$ cat config.mk
export PLATFORM = sky130hd
export DESIGN_NAME = gon_drain
export DESIGN_NICKNAME = d
export VERILOG_FILES = /design/src/rtl/pe_array_pkg.sv /design/src/rtl/gon_drain_hold.sv /design/src/rtl/gon_drain.sv
export SDC_FILE = /design/constraint.sdc
export NUM_CORES = 1
export LEC_CHECK = 0
export CAP_MARGIN = 30
export CORE_MARGIN = 2
export CORE_UTILIZATION = 45
export CTS_BUF_LIST = sky130_fd_sc_hd__clkbuf_8 sky130_fd_sc_hd__clkbuf_16
export DETAILED_ROUTE_END_ITERATION = 16
export PLACE_DENSITY = 0.77
export SLEW_MARGIN = 25
export SYNTH_ARGS = -nofsm -noshare
export SYNTH_HDL_FRONTEND = slang
export SYNTH_SLANG_ARGS = --single-unit
$ cat constraint.sdc
create_clock -name i_clk -period 7.4 [get_ports i_clk]
set_input_delay 1.11 -clock i_clk [delete_from_list [all_inputs] [get_ports i_clk]]
set_output_delay 1.11 -clock i_clk [all_outputs]
set_load 0.05 [all_outputs]
$ cat src/rtl/pe_array_pkg.sv
// ----------------------------------------------------------------------------
// pe_array_pkg
// Shared definitions for the PE-array drain logic.
//   - Default widths for row tags, column tags, psum values and write addresses.
//   - State encoding for the gon_drain pass controller.
// ----------------------------------------------------------------------------
package pe_array_pkg;

  localparam int ROW_LEN_DEF   = 4;
  localparam int ID_LEN_DEF    = 5;
  localparam int VALUE_LEN_DEF = 32;
  localparam int ADDR_LEN_DEF  = 16;

  typedef enum logic [1:0] {
    ST_IDLE  = 2'd0,
    ST_REQ   = 2'd1,
    ST_DRAIN = 2'd2,
    ST_DONE  = 2'd3
  } drain_state_t;

endpackage

$ cat src/rtl/gon_drain_hold.sv
// ----------------------------------------------------------------------------
// gon_drain_hold
// One-entry holding register between the GON response and the psum buffer.
// The entry is presented as a registered write and retires when the buffer
// does not stall. A load in the same cycle as a retire replaces the entry,
// which is what allows one value per cycle.
// Ports:
//   i_clk, i_rst_n            clock, asynchronous active-low reset
//   i_load, i_load_addr/data  capture a new entry (GON handshake)
//   i_flush                   discard the entry (abort); wins over i_load
//   i_stall                   buffer backpressure
//   o_full                    entry valid
//   o_wr_en/addr/data         buffer write port
// ----------------------------------------------------------------------------
module gon_drain_hold
  import pe_array_pkg::*;
#(
  parameter int ADDR_LEN  = ADDR_LEN_DEF,
  parameter int VALUE_LEN = VALUE_LEN_DEF
) (
  input  logic                 i_clk,
  input  logic                 i_rst_n,
  input  logic                 i_load,
  input  logic [ADDR_LEN-1:0]  i_load_addr,
  input  logic [VALUE_LEN-1:0] i_load_data,
  input  logic                 i_flush,
  input  logic                 i_stall,
  output logic                 o_full,
  output logic                 o_wr_en,
  output logic [ADDR_LEN-1:0]  o_wr_addr,
  output logic [VALUE_LEN-1:0] o_wr_data
);

  logic                 r_full;
  logic [ADDR_LEN-1:0]  r_addr;
  logic [VALUE_LEN-1:0] r_data;
  logic                 w_retire;

  assign w_retire = r_full && !i_stall;

  always_ff @(posedge i_clk or negedge i_rst_n) begin
    if (!i_rst_n) begin
      r_full <= 1'b0;
      r_addr <= '0;
      r_data <= '0;
    end else if (i_flush) begin
      r_full <= 1'b0;
    end else if (i_load) begin
      // Caller only loads when the entry is empty or retiring this cycle.
      r_full <= 1'b1;
      r_addr <= i_load_addr;
      r_data <= i_load_data;
    end else if (w_retire) begin
      r_full <= 1'b0;
    end
  end

  assign o_full    = r_full;
  assign o_wr_en   = r_full;
  assign o_wr_addr = r_addr;
  assign o_wr_data = r_data;

endmodule

$ cat src/rtl/gon_drain.sv
// ----------------------------------------------------------------------------
// gon_drain
// Drains a num_rows x num_cols block of partial sums from the GON, one
// request per element in row-major order, and writes each returned value to
// consecutive buffer addresses starting at base_addr (wrapping modulo
// 2^ADDR_LEN).
// Ports:
//   i_clk, i_rst_n                     clock, asynchronous active-low reset
//   i_start, i_abort                   begin pass (idle only) / cancel pass
//   i_num_rows, i_num_cols, i_base_addr pass shape, sampled on accepted start
//   o_busy, o_done, o_err_spurious     status (done is a one-cycle pulse)
//   o_ready, o_row_tag, o_col_tag      GON request
//   i_enable, i_value                  GON response
//   o_wr_en, o_wr_addr, o_wr_data      buffer write port
//   i_wr_stall                         buffer backpressure
// ----------------------------------------------------------------------------
module gon_drain
  import pe_array_pkg::*;
#(
  parameter int ROW_LEN   = ROW_LEN_DEF,
  parameter int ID_LEN    = ID_LEN_DEF,
  parameter int VALUE_LEN = VALUE_LEN_DEF,
  parameter int ADDR_LEN  = ADDR_LEN_DEF
) (
  input  logic                 i_clk,
  input  logic                 i_rst_n,
  input  logic                 i_start,
  input  logic                 i_abort,
  input  logic [ROW_LEN-1:0]   i_num_rows,
  input  logic [ID_LEN-1:0]    i_num_cols,
  input  logic [ADDR_LEN-1:0]  i_base_addr,
  output logic                 o_busy,
  output logic                 o_done,
  output logic                 o_err_spurious,
  output logic                 o_ready,
  output logic [ROW_LEN-1:0]   o_row_tag,
  output logic [ID_LEN-1:0]    o_col_tag,
  input  logic                 i_enable,
  input  logic [VALUE_LEN-1:0] i_value,
  output logic                 o_wr_en,
  output logic [ADDR_LEN-1:0]  o_wr_addr,
  output logic [VALUE_LEN-1:0] o_wr_data,
  input  logic                 i_wr_stall
);

  drain_state_t         r_state;
  logic [ROW_LEN-1:0]   r_row;
  logic [ID_LEN-1:0]    r_col;
  logic [ADDR_LEN-1:0]  r_addr;
  logic [ROW_LEN-1:0]   r_num_rows;
  logic [ID_LEN-1:0]    r_num_cols;
  logic                 r_busy;
  logic                 r_done;
  logic                 r_err;

  logic w_full;
  logic w_ready;
  logic w_hs;
  logic w_abort_act;
  logic w_last_col;
  logic w_last;
  logic w_start_ok;

  assign w_start_ok  = (r_state == ST_IDLE) && i_start;
  assign w_abort_act = i_abort && ((r_state == ST_REQ) || (r_state == ST_DRAIN));

  // Ready drops combinationally when the entry is stuck behind a stall, so a
  // handshake can never land on an entry that cannot retire this cycle.
  assign w_ready = (r_state == ST_REQ) && !(w_full && i_wr_stall);
  assign w_hs    = w_ready && i_enable && !w_abort_act;

  assign w_last_col = (r_col == (r_num_cols - ID_LEN'(1)));
  assign w_last     = w_last_col && (r_row == (r_num_rows - ROW_LEN'(1)));

  gon_drain_hold #(
    .ADDR_LEN  (ADDR_LEN),
    .VALUE_LEN (VALUE_LEN)
  ) u_hold (
    .i_clk       (i_clk),
    .i_rst_n     (i_rst_n),
    .i_load      (w_hs),
    .i_load_addr (r_addr),
    .i_load_data (i_value),
    .i_flush     (w_abort_act),
    .i_stall     (i_wr_stall),
    .o_full      (w_full),
    .o_wr_en     (o_wr_en),
    .o_wr_addr   (o_wr_addr),
    .o_wr_data   (o_wr_data)
  );

  // Pass controller. done/busy are registered on the way out of DONE, so the
  // done pulse coincides with busy falling.
  always_ff @(posedge i_clk or negedge i_rst_n) begin
    if (!i_rst_n) begin
      r_state    <= ST_IDLE;
      r_row      <= '0;
      r_col      <= '0;
      r_addr     <= '0;
      r_num_rows <= '0;
      r_num_cols <= '0;
      r_busy     <= 1'b0;
      r_done     <= 1'b0;
    end else begin
      r_done <= 1'b0;
      case (r_state)
        ST_IDLE: begin
          if (i_start) begin
            r_num_rows <= i_num_rows;
            r_num_cols <= i_num_cols;
            r_row      <= '0;
            r_col      <= '0;
            r_addr     <= i_base_addr;
            r_busy     <= 1'b1;
            if ((i_num_rows == '0) || (i_num_cols == '0)) begin
              r_state <= ST_DONE;
            end else begin
              r_state <= ST_REQ;
            end
          end
        end
        ST_REQ: begin
          if (w_abort_act) begin
            r_state <= ST_IDLE;
            r_busy  <= 1'b0;
          end else if (w_hs) begin
            r_addr <= r_addr + ADDR_LEN'(1);
            if (w_last) begin
              r_state <= ST_DRAIN;
            end else if (w_last_col) begin
              r_col <= '0;
              r_row <= r_row + ROW_LEN'(1);
            end else begin
              r_col <= r_col + ID_LEN'(1);
            end
          end
        end
        ST_DRAIN: begin
          if (w_abort_act) begin
            r_state <= ST_IDLE;
            r_busy  <= 1'b0;
          end else if (!w_full) begin
            r_state <= ST_DONE;
          end
        end
        ST_DONE: begin
          r_state <= ST_IDLE;
          r_busy  <= 1'b0;
          r_done  <= 1'b1;
        end
        default: begin
          r_state <= ST_IDLE;
          r_busy  <= 1'b0;
        end
      endcase
    end
  end

  // Sticky protocol error: a response with no request outstanding. A new
  // accepted start clears it so each pass reports its own errors.
  always_ff @(posedge i_clk or negedge i_rst_n) begin
    if (!i_rst_n) begin
      r_err <= 1'b0;
    end else if (w_start_ok) begin
      r_err <= 1'b0;
    end else if (i_enable && !w_ready) begin
      r_err <= 1'b1;
    end
  end

  assign o_busy         = r_busy;
  assign o_done         = r_done;
  assign o_err_spurious = r_err;
  assign o_ready        = w_ready;
  assign o_row_tag      = r_row;
  assign o_col_tag      = r_col;

endmodule

==> metrics <==
minimum clock period 3730 ps; Yosys reg bits ~90; hold crit path type reg2reg; WP data required 6290 ps; Vias around 3.3k; Placer Congestion 0.798; async set or reset register ratio after synthesis 1.00; Gate Count Post-Synth 363; CP cell instances clkdlybuf4s50_1, nand2_1, nand2_1, inv_1, clkdlybuf4s50_1; die outline width between 100 and 150 um; die area slightly above 10000 um^2; Worst VDD drop 0.000314 V; Finished Core Util 0.629; GR Overflow Total 0; Sw Ratio 0.475; IO buf count 124; crit-path max FO 4; synth warn 0; Clock Power Share 0.111; commonest non-fill, non-tap cell in the layout clkdlybuf4s50_1; num rows 35; clock root cell clkbuf_8; Pint approximately 1.6 mW; Syn Nets roughly 440; internal reg-to-reg setup slack 4440 ps; CTS sink cnt 88; diode count 0; CP endpoint kind output port; fillers between 700 and 800; startpoint types input port; Main synth FF type dfrtp_1; postcts setup bufs 0; number of synthesized flops with an enable pin 0; initial antenna violation count 0; hold_ws 507 ps; maximum root-to-sink buffer count 2; synth unique cells 44; top cells by area, synth dfrtp_1 (53%), mux2_2 (16%), ha_1 (3.0%); Synth-to-Final Area Change 37.2%; commonest cells after routing, fill and taps aside clkdlybuf4s50_1 (123), dfrtp_1 (88), mux2_2 (58); Max Slew Vio Count 0; first-pass GRT wire length 15300 um; final setup fails 0; Pre-antenna DRT Iters 4; Clock Latency Late Sink 350 ps; sequential fraction of design power 0.305; Tcrit/Tclk final 0.504; Slew headroom 0.423; share of cells above drive strength 1 0.169; Slowest-stage cell, CP clkdlybuf4s50_1; Highest Clock Rate 268 MHz; TritonCTS clock tree done; pwr dens 519 nW/um^2; Net Switching 1.41 mW; setup TNS 0 ps; Clock transition at path regs 90 ps; WL/cell 15.9 um; DP Worst Slack 3680 ps; IO Pins between 100 and 150; Inst Count DP just under 600; via density per instance 5.42; die height 100 um; fin worst setup slack about 3700 ps; cell area after synthesis 4180 um^2; vias in the first global route between 3k and 4k; Worst EP arrival roughly 2600 ps; Syn Area/Cell 11.5 um^2; slowest stage delay, CP slightly above 800 ps; htree depth 3; max-cap violations 0; starting DRC count in detailed routing between 100 and 150; fin cells about 600; total track usage 0.190; CTS Hold Bufs 0; core area a little over 9000 um^2; post-route ant nets 0; post-synth top area cell dfrtp_1; combinational share of power 0.585; CP Class in2out; design area about 5700 um^2; largest delay contributor family on the critical path buffers and inverters; static leakage power 2.40 nW; initial core utilization 0.459; Yosys top cell area share 0.527; Hold Vio Cnt, Final 0; CTS Buf Count 9; drt total wl 9560 um; post-route DRC violation count 0; Post-layout nets 559; largest net degree at the start of global routing 89; post-place instance area 5520 um^2; Buf/Inv on CP 3; Worst Tran Pin Value ~860 ps; post-cts sizing count 0; outcome finished clean; DP Wirelength between 6000 and 7000 um; final clock skew 8.68 ps; RSZ-0062 raised after global routing no; total power 2.97 mW; sequential share of the synthesized area 0.527
[power groups by stage]
stage / Clock (mW) / Combinational (mW) / Sequential (mW)
after floorplan: 0 / 0.686 / 1.43
after detailed placement: 0 / 1.73 / 0.915
after global routing: 0.364 / 1.85 / 0.938
final: 0.330 / 1.74 / 0.906
after global placement: 0 / 1.70 / 0.899
after CTS: 0.341 / 1.74 / 0.906
[path summary, 6_finish.rpt]
check                                     from                    to  cells past startpoint
hold reg to reg            u_hold.o_wr_addr[9]   u_hold.o_wr_addr[9]                      1
max in group asynchronous              i_rst_n         r_num_rows[2]                      1
setup / recovery                    i_wr_stall               o_ready                      5
setup reg to reg                    r_state[1]          o_col_tag[4]                      9
min in group asynchronous              i_rst_n  u_hold.o_wr_data[11]                      1
hold / removal             u_hold.o_wr_addr[9]   u_hold.o_wr_addr[9]                      1
[cell type report]
type	count	area, um^2	share of cell area
inverters	11	41.3	0.00720
well taps	111	139	0.0242
clock buffers	9	124	0.0216
multi-input cells	249	1880	0.328
repair buffers	127	1270	0.222
clock inverters	7	71.3	0.0124
flip-flops and latches	88	2200	0.384
[state kept, by name, indices dropped and copies added (netlist names)]
name,count
o_col_tag,5
u_hold.o_wr_data,32
r_addr,16
r_num_cols,5
r_num_rows,4
o_done,1
o_err_spurious,1
r_state,2
u_hold.o_wr_addr,16
u_hold.o_full,1
o_row_tag,4
o_busy,1
[synthesized netlist by cell type, types with 3 or more instances]
library cell / n
nand2_1: 27
xor2_1: 5
inv_1: 11
nor2_1: 13
a31oi_1: 5
xnor2_1: 4
a21oi_1: 23
dfrtp_1: 88
a2bb2oi_1: 6
and3_1: 4
nor3_1: 9
nand3_1: 18
o21ai_0: 19
mux2i_1: 6
ha_1: 10
o22ai_1: 8
a22oi_1: 3
clkbuf_1: 13
mux2_2: 58
[layer usage]
layer,up-vias,routed length (um),part of all wire,GRT usage
met4,0,195,0.020,0.0780
li1,1560,-,-,-
met1,1607,4030,0.42,0.242
met5,-,0,0,0
met3,16,395,0.041,0.0334
met2,77,4940,0.52,0.323
[logic make-up (layout without fill, tap and decap cells)]
logic type / count (synthesis) / in the layout / synth area share
compound gates: 78 / 78 / 0.120
mux: 65 / 65 / 0.173
buf+inv: 26 / 154 / 0.0234
xor+xnor: 10 / 10 / 0.0243
simple gates: 86 / 86 / 0.102
flops: 88 / 88 / 0.527
fa+ha+maj: 10 / 10 / 0.0299
Note: power is estimated with default switching activity, not from simulation.
